`config.mk`:
```
export PLATFORM = sky130hd
export DESIGN_NAME = fft_pingpong_ctrl
export DESIGN_NICKNAME = d
export VERILOG_FILES = /design/src/rtl/fft_pingpong_ctrl.sv
export SDC_FILE = /design/constraint.sdc
export NUM_CORES = 1
export LEC_CHECK = 0
export ABC_AREA = 1
export CORE_ASPECT_RATIO = 1.25
export CORE_MARGIN = 5
export CORE_UTILIZATION = 41
export CTS_BUF_LIST = sky130_fd_sc_hd__clkbuf_4 sky130_fd_sc_hd__clkbuf_8 sky130_fd_sc_hd__clkbuf_16
export CTS_CLUSTER_DIAMETER = 60
export DETAILED_ROUTE_END_ITERATION = 8
export PLACE_DENSITY_LB_ADDON = 0.15
export SYNTH_ARGS = -nofsm -noshare
export SYNTH_HDL_FRONTEND = slang
export SYNTH_SLANG_ARGS = --single-unit
```
`constraint.sdc`:
```
create_clock -name clock -period 1.52 [get_ports clock]
set_input_delay 0.228 -clock clock [delete_from_list [all_inputs] [get_ports clock]]
set_output_delay 0.228 -clock clock [all_outputs]
set_load 0.01 [all_outputs]
```
`src/rtl/fft_pingpong_ctrl.sv`:
```
// Front-end frame sequencer for the FFT ping-pong input buffer: frames streaming samples,
// drives the bank-select toggle and runs the start/ack/done handshake with the FFT core.
module fft_pingpong_ctrl #(
    parameter int unsigned LOG2N  = 10,
    parameter int unsigned DATA_W = 32
) (
    input  logic              clock,
    input  logic              reset,
    input  logic              enable,
    input  logic              in_valid,
    input  logic [DATA_W-1:0] in_data,
    input  logic              bank_q,
    output logic              bank_toggle,
    output logic              wr_en,
    output logic [LOG2N-1:0]  wr_addr,
    output logic [DATA_W-1:0] wr_data,
    output logic              wr_bank,
    output logic              rd_bank,
    output logic              fft_start,
    input  logic              fft_ack,
    input  logic              fft_done,
    output logic [15:0]       frame_count,
    output logic [7:0]        drop_count,
    output logic              overflow,
    input  logic              clear_overflow
);

    typedef enum logic [1:0] {
        StIdle,
        StStart,
        StBusy
    } state_e;

    state_e             state_q, state_d;
    logic [LOG2N-1:0]   cnt_q, cnt_d;
    logic               wr_en_q, wr_en_d;
    logic [LOG2N-1:0]   wr_addr_q, wr_addr_d;
    logic [DATA_W-1:0]  wr_data_q, wr_data_d;
    logic               wr_bank_q, wr_bank_d;
    logic [15:0]        frame_count_q, frame_count_d;
    logic [7:0]         drop_count_q, drop_count_d;
    logic               overflow_q, overflow_d;

    logic acc;
    logic last;
    logic swap_ok;
    logic accept;
    logic drop;

    always_comb begin
        acc     = in_valid & enable;
        last    = acc & (cnt_q == {LOG2N{1'b1}});
        // The inactive bank is free when the FFT is idle or releases it this very cycle.
        swap_ok = (state_q == StIdle) | ((state_q == StBusy) & fft_done);
        accept  = last & swap_ok;
        drop    = last & ~swap_ok;
    end

    // Counter wraps on a dropped frame too, so the next frame overwrites the same bank.
    always_comb begin
        cnt_d     = acc ? cnt_q + 1'b1 : cnt_q;
        wr_en_d   = acc;
        wr_addr_d = cnt_q;
        wr_data_d = in_data;
        wr_bank_d = bank_q;
    end

    always_comb begin
        state_d = state_q;
        unique case (state_q)
            StIdle:  if (accept) state_d = StStart;
            StStart: if (fft_ack) state_d = StBusy;
            StBusy: begin
                if (accept)        state_d = StStart;
                else if (fft_done) state_d = StIdle;
            end
            default: state_d = StIdle;
        endcase
    end

    always_comb begin
        frame_count_d = accept ? frame_count_q + 16'd1 : frame_count_q;

        drop_count_d = drop_count_q;
        overflow_d   = overflow_q;
        // A drop in the same cycle as a clear restarts the count at one.
        if (drop) begin
            overflow_d = 1'b1;
            if (clear_overflow)               drop_count_d = 8'd1;
            else if (drop_count_q != 8'hff)   drop_count_d = drop_count_q + 8'd1;
        end else if (clear_overflow) begin
            overflow_d   = 1'b0;
            drop_count_d = 8'd0;
        end
    end

    always_ff @(posedge clock) begin
        if (reset) begin
            state_q       <= StIdle;
            cnt_q         <= '0;
            wr_en_q       <= 1'b0;
            wr_addr_q     <= '0;
            wr_data_q     <= '0;
            wr_bank_q     <= 1'b0;
            frame_count_q <= 16'd0;
            drop_count_q  <= 8'd0;
            overflow_q    <= 1'b0;
        end else begin
            state_q       <= state_d;
            cnt_q         <= cnt_d;
            wr_en_q       <= wr_en_d;
            wr_addr_q     <= wr_addr_d;
            wr_data_q     <= wr_data_d;
            wr_bank_q     <= wr_bank_d;
            frame_count_q <= frame_count_d;
            drop_count_q  <= drop_count_d;
            overflow_q    <= overflow_d;
        end
    end

    always_comb begin
        bank_toggle = accept;
        wr_en       = wr_en_q;
        wr_addr     = wr_addr_q;
        wr_data     = wr_data_q;
        wr_bank     = wr_bank_q;
        rd_bank     = ~bank_q;
        fft_start   = (state_q == StStart);
        frame_count = frame_count_q;
        drop_count  = drop_count_q;
        overflow    = overflow_q;
    end

endmodule

```
* Yosys cells after proc, flatten, opt, wreduce, memory -nomap -nowiden
Index checks and enable logic that the tools add are counted.
** Cells by class
- $add $sub $neg :: 3
- $mul :: 0
- Divide/modulo/power cells :: 0
- $lt $le $gt $ge :: 0
- Eq/ne operators :: 7
- Shift-type cells :: 0
- Muxes and demuxes :: 11
- Bitwise operators :: 8
- Reduce and logical (&&, ||, !) cells :: 5
** Operators by type and width (number)
- $mux 8 :: 4
- $add 16x1->16 const B :: 1
- $add 10x1->10 const B :: 1
- $eq 10x10->1 const B :: 1
- $add 8x1->8 const B :: 1
- $mux 2 :: 4
- $ne 8x8->1 const B :: 1
- $pmux 2 s3 :: 1
- $and 1x1->1 :: 5
- $reduce_bool 2->1 :: 2
- $ne 3x3->1 const B :: 1
- $reduce_and 3->1 :: 1
- $eq 2x1->1 const B :: 1
- $eq 2x2->1 const B :: 1
- $logic_not 2->1 :: 1
- $mux 1 :: 2
- $ne 2x1->1 const B :: 1
- $ne 2x2->1 const B :: 1
- $not 1->1 :: 2
- $reduce_and 2->1 :: 1
- $or 1x1->1 :: 1
** Storage, ports and cells
- Register bits after elaboration :: 81
- Latch bits :: 0
- Bits in writable memories :: 0
- Memory bits (read-only) :: 0
- Input bits :: 40
- Output and inout port bits :: 72
- Logic and storage cells :: 43
- Memories :: 0

* Logic depth before layout (Yosys ltp)
- Word-level depth :: 7
- Mapped depth :: 11
- Gate-level depth less buffers :: 11

* Worst setup path before layout
Ideal clock, no wire load.
- Kind :: register to register
- Start :: register drop_count_q[0], in the netlist drop_count[0]
- End :: register drop_count_q[7], in the netlist drop_count[7]
- Data arrival time :: 1411 ps
- Path slack :: 0 ps
- Cell stages (with the launch flop) :: 11
- Path buffers :: 0
- Clock period less this slack :: 1520 ps
- Cells stage by stage :: dfxtp_1 ha_1 nand2_1 nor2_1 nand3b_1 nand3_2 nand2_2 nand2_1 nand2_1 nand2_1 inv_1
** On the way
- Word-level cells in the longest chain between the ends :: 4
- Elaborated cells on any way between the ends :: 7
- Those cells by class :: 1 x add/sub; 1 x eq/ne; 3 x mux; 2 x reduce/logical
** RTL lines
- from (decl) :: RTL line 41 : logic [7:0] drop_count_q, drop_count_d;
- from (signal assigned) :: RTL line 116 : drop_count_q <= drop_count_d;
- $add 8x1->8 :: RTL line 90 : else if (drop_count_q != 8'hff) drop_count_d = drop_count_q + 8'd1;
- $mux 8 :: RTL line 90
- $mux 8 :: RTL line 89 : if (clear_overflow) drop_count_d = 8'd1;
- $mux 8 :: RTL line 87 : if (drop) begin
Several ways; a longest one is shown, not always the timed one. The select of a mux whose other input is x is not followed.
A chain may end at the register's enable or synchronous reset.

* Worst setup path after layout
- Start :: register cnt_q[0]
- End :: output bank_toggle
** On the way
- Word-level cells in the longest chain between the ends :: 3
** RTL lines
- from (decl) :: RTL line 35 : logic [LOG2N-1:0] cnt_q, cnt_d;
- from (signal assigned) :: RTL line 110 : cnt_q <= cnt_d;
- $eq 10x10->1 :: RTL line 52 : last = acc & (cnt_q == {LOG2N{1'b1}});
- $and 1x1->1 :: RTL line 52
- $and 1x1->1 :: RTL line 55 : accept = last & swap_ok;
- to (decl) :: RTL line 13 : output logic bank_toggle,
Every way passes these cells.

==> impl_metrics.env <==
export IMPL_status="finished with violations"
export IMPL_violations="setup timing"
export IMPL_synth_adder_area_share_pct=1.16
export IMPL_io_pins=112
export IMPL_clk_pin_slew_ns=0.08
export IMPL_area_growth_syn_to_layout_pct=57.3
export IMPL_cts_sinks=81
export IMPL_synthesis_area_um2=3240
export IMPL_p_leak_uw=0.00238
export IMPL_final_common_cell="clkdlybuf4s50_1"
export IMPL_crit_chain="ha_4 -> nand2_4 -> nor2_4 -> nand2_4 -> nor2_8 -> nand2_4 -> inv_2 -> buf_6"
export IMPL_end_kind="primary output"
export IMPL_worst_endpoint_arrival_ns=1.43
export IMPL_rsz0062_at_grt="true"
export IMPL_vias=3177
export IMPL_diodes=0
export IMPL_synth_cell_types=34
export IMPL_die_w_um=89.5
export IMPL_gp_congestion=0.846
export IMPL_syn_nets=474
export IMPL_top_usage_layer="met2"
export IMPL_hold_class="input pin to flop"
export IMPL_max_slew_margin_pct=68.5
export IMPL_crit_fanout=2
export IMPL_remaining_drc_errors=0
export IMPL_finClkSkew_ns=0.00793
export IMPL_clock_path_buffers=2
export IMPL_antenna_left=0
export IMPL_start_util_pct=41.8
export IMPL_wl_per_cell_um=12.6
export IMPL_first_pass_iters=4
export IMPL_cellPowerDensity_nw_per_um2=805
export IMPL_hold_violations=0
export IMPL_ys_seq_area_share_pct=50.1
export IMPL_period_share_pct=109
export IMPL_cts_hold_buf=0
export IMPL_setup_ws_ns=-0.135
export IMPL_final_nets=632
export IMPL_n_fill_cell=697
export IMPL_p_sw_uw=945
export IMPL_synth_mux_area_share_pct=0
export IMPL_max_slew_worst_pin_slew_ns=0.472
export IMPL_pwr_share_clk_pct=37.7
export IMPL_clock_latency_ns=0.35
export IMPL_period_needed_ns=1.65
export IMPL_met2_usage_pct=31.6
export IMPL_use_met3_pct=6.15
export IMPL_vias_per_cell=4.62
export IMPL_grt_ovfl_total=0
export IMPL_slowest_stage="dfxtp_2"
export IMPL_yosys_warnings=0
export IMPL_fin_setup_tns_ns=-0.736
export IMPL_avgSynthCellArea_um2=7.51
export IMPL_setup_violations=16
export IMPL_dp_cells=664
export IMPL_wirelength_um=8640
export IMPL_die_area_um2=9780
export IMPL_grt_use_met1_pct=21.2
export IMPL_port_buffers=111
export IMPL_cts_root_buf="clkbuf_8"
export IMPL_synth_xor_area_share_pct=1.89
export IMPL_grt_total_usage_pct=18.6
export IMPL_instances_no_fill=688
export IMPL_ys_seq_elements=81
export IMPL_synth_top_family_by_area="simple AND/OR/NAND/NOR gates"
export IMPL_start_kind="flop"
export IMPL_numCtsBuffers=9
export IMPL_cts_tree="built"
export IMPL_pwr_share_comb_pct=8.9
export IMPL_switching_share_pct=23.1
export IMPL_die_h_um=109
export IMPL_slowest_delay_ns=0.35
export IMPL_peakVddDrop_mv=0.735
export IMPL_slew_violations=0
export IMPL_grt_first_pass_wirelength_um=14000
export IMPL_cap_violations=0
export IMPL_htreeDepth=3
export IMPL_p_int_uw=3150
export IMPL_grt_pass1_vias=3130
export IMPL_synth_compound_area_share_pct=7.62
export IMPL_core_area_um2=7750
export IMPL_drive_gt1_share_pct=19.2
export IMPL_rows=36
export IMPL_antenna_found_initial=0
export IMPL_dp_hpwl_um=6180
export IMPL_required_ns=1.29
export IMPL_pwr_share_seq_pct=53.4
export IMPL_synthCells=431
export IMPL_layout_common_cells="clkdlybuf4s50_1 (84), nor2_1 (76), nand2_1 (75), inv_1 (74), dfxtp_1 (69)"
export IMPL_grt_max_degree=32
export IMPL_fmax_ghz=0.604
export IMPL_synth_simple_gate_area_share_pct=28.9
export IMPL_cp_common_cell="nand2_4"
export IMPL_crit_type="flop to primary output"
export IMPL_drtIter0Drc=113
==> power by group through the flow <==
stage	clock network [uW]	registers, uW	logic, uW
floorplan	0	2270	88.3
global placement	0	2240	351
detailed placement	0	2240	357
CTS	1590	2190	364
global route	1680	2200	397
finish	1540	2190	365
==> synth_stat cells (all sizes together) <==
| master | count | area share, % |
|---|---|---|
| xor2 | 6 | 1.6 |
| a21boi | 1 | 0.23 |
| o21bai | 1 | 0.23 |
| clkbuf | 1 | 0.12 |
| clkinv | 2 | 0.39 |
| nor2 | 85 | 11 |
| o22a | 1 | 0.27 |
| nand3 | 25 | 4.4 |
| nor3 | 4 | 0.62 |
| a21oi | 24 | 4.1 |
| nand2 | 85 | 10 |
| nor3b | 2 | 0.46 |
| a211oi | 1 | 0.23 |
| o21ai | 13 | 2.1 |
| dfxtp | 81 | 50 |
| a22oi | 1 | 0.23 |
| nand4 | 8 | 1.5 |
| buf | 7 | 0.89 |
| o211ai | 1 | 0.23 |
| ha | 3 | 1.2 |
| inv | 77 | 8.9 |
| xnor2 | 1 | 0.27 |
| nand3b | 1 | 0.23 |
==> final cells by class <==
type	count	area, um2	area share [%]
sequential	81	1640	32.2
timing repair buffer	153	1430	28.0
multi-input combinational	264	1410	27.7
inverter	79	303	5.95
clock buffer	10	131	2.58
tap	95	119	2.34
clock inverter	5	57.6	1.13
timing repair inverter	1	8.76	0.172
==> metal layers <==
metal / up-vias / routed length, um
li1: 1640 / -
met1: 1430 / 3320
met2: 93 / 4470
met3: 14 / 662
met4: 0 / 182
met5: - / 0
==> critical path, delay by kind of cell (launching register included) <==
kind	cells	cell delay, ns
AND/OR/NAND/NOR	5	0.41
flip-flops	1	0.35
adder cells (fa/ha/maj)	1	0.16
buffers and inverters	2	0.16
==> per-stage QoR <==
stage	worst slack, ns	instance area [um2]	power [uW]	utilization, %	hold WS, ns
final	-0.135	5090	4100	65.7	0.219
after global routing	-0.211	5090	4280	65.7	0.226
after CTS	-0.167	4960	4140	64.1	0.211
after detailed placement	-0.439	4690	2600	60.6	0.461
after global placement	-0.440	4690	2590	60.6	0.450
after floorplan	0.0428	3240	2350	-	0.335
==> sequential cells by signal, summed over array words and instances (netlist names) <==
signal       flops
frame_count     16
overflow         1
wr_addr         10
wr_en            1
cnt_q           10
drop_count       8
wr_bank          1
state_q          2
wr_data         32
==> final timing paths <==
check / from / endpoint / slack [ns] / depth (start not counted)
worst max-delay path: cnt_q[0] / bank_toggle / -0.13 / 8
worst min-delay path: reset / cnt_q[8] / 0.22 / 2
worst max register to register: cnt_q[0] / frame_count[11] / -0.07 / 10
worst min register to register: cnt_q[7] / wr_addr[7] / 0.47 / 2
==> cells by family (layout without fill, tap and decap cells) <==
kind of cell    Yosys count  in the layout
compound gates           43             43
xor+xnor                  7              7
fa+ha+maj                 3              3
buf+inv                  87            248
flops                    81             81
simple gates            210            211
==> repair_timing <==
action / CTS / global route
pin swaps: 10 / 13
gates resized for setup: 49 / 30
buffers inserted: 3 / 6
cloned: 2 / 0
setup endpoints to repair: 46 / 34
(Power assumes the default switching activity.)
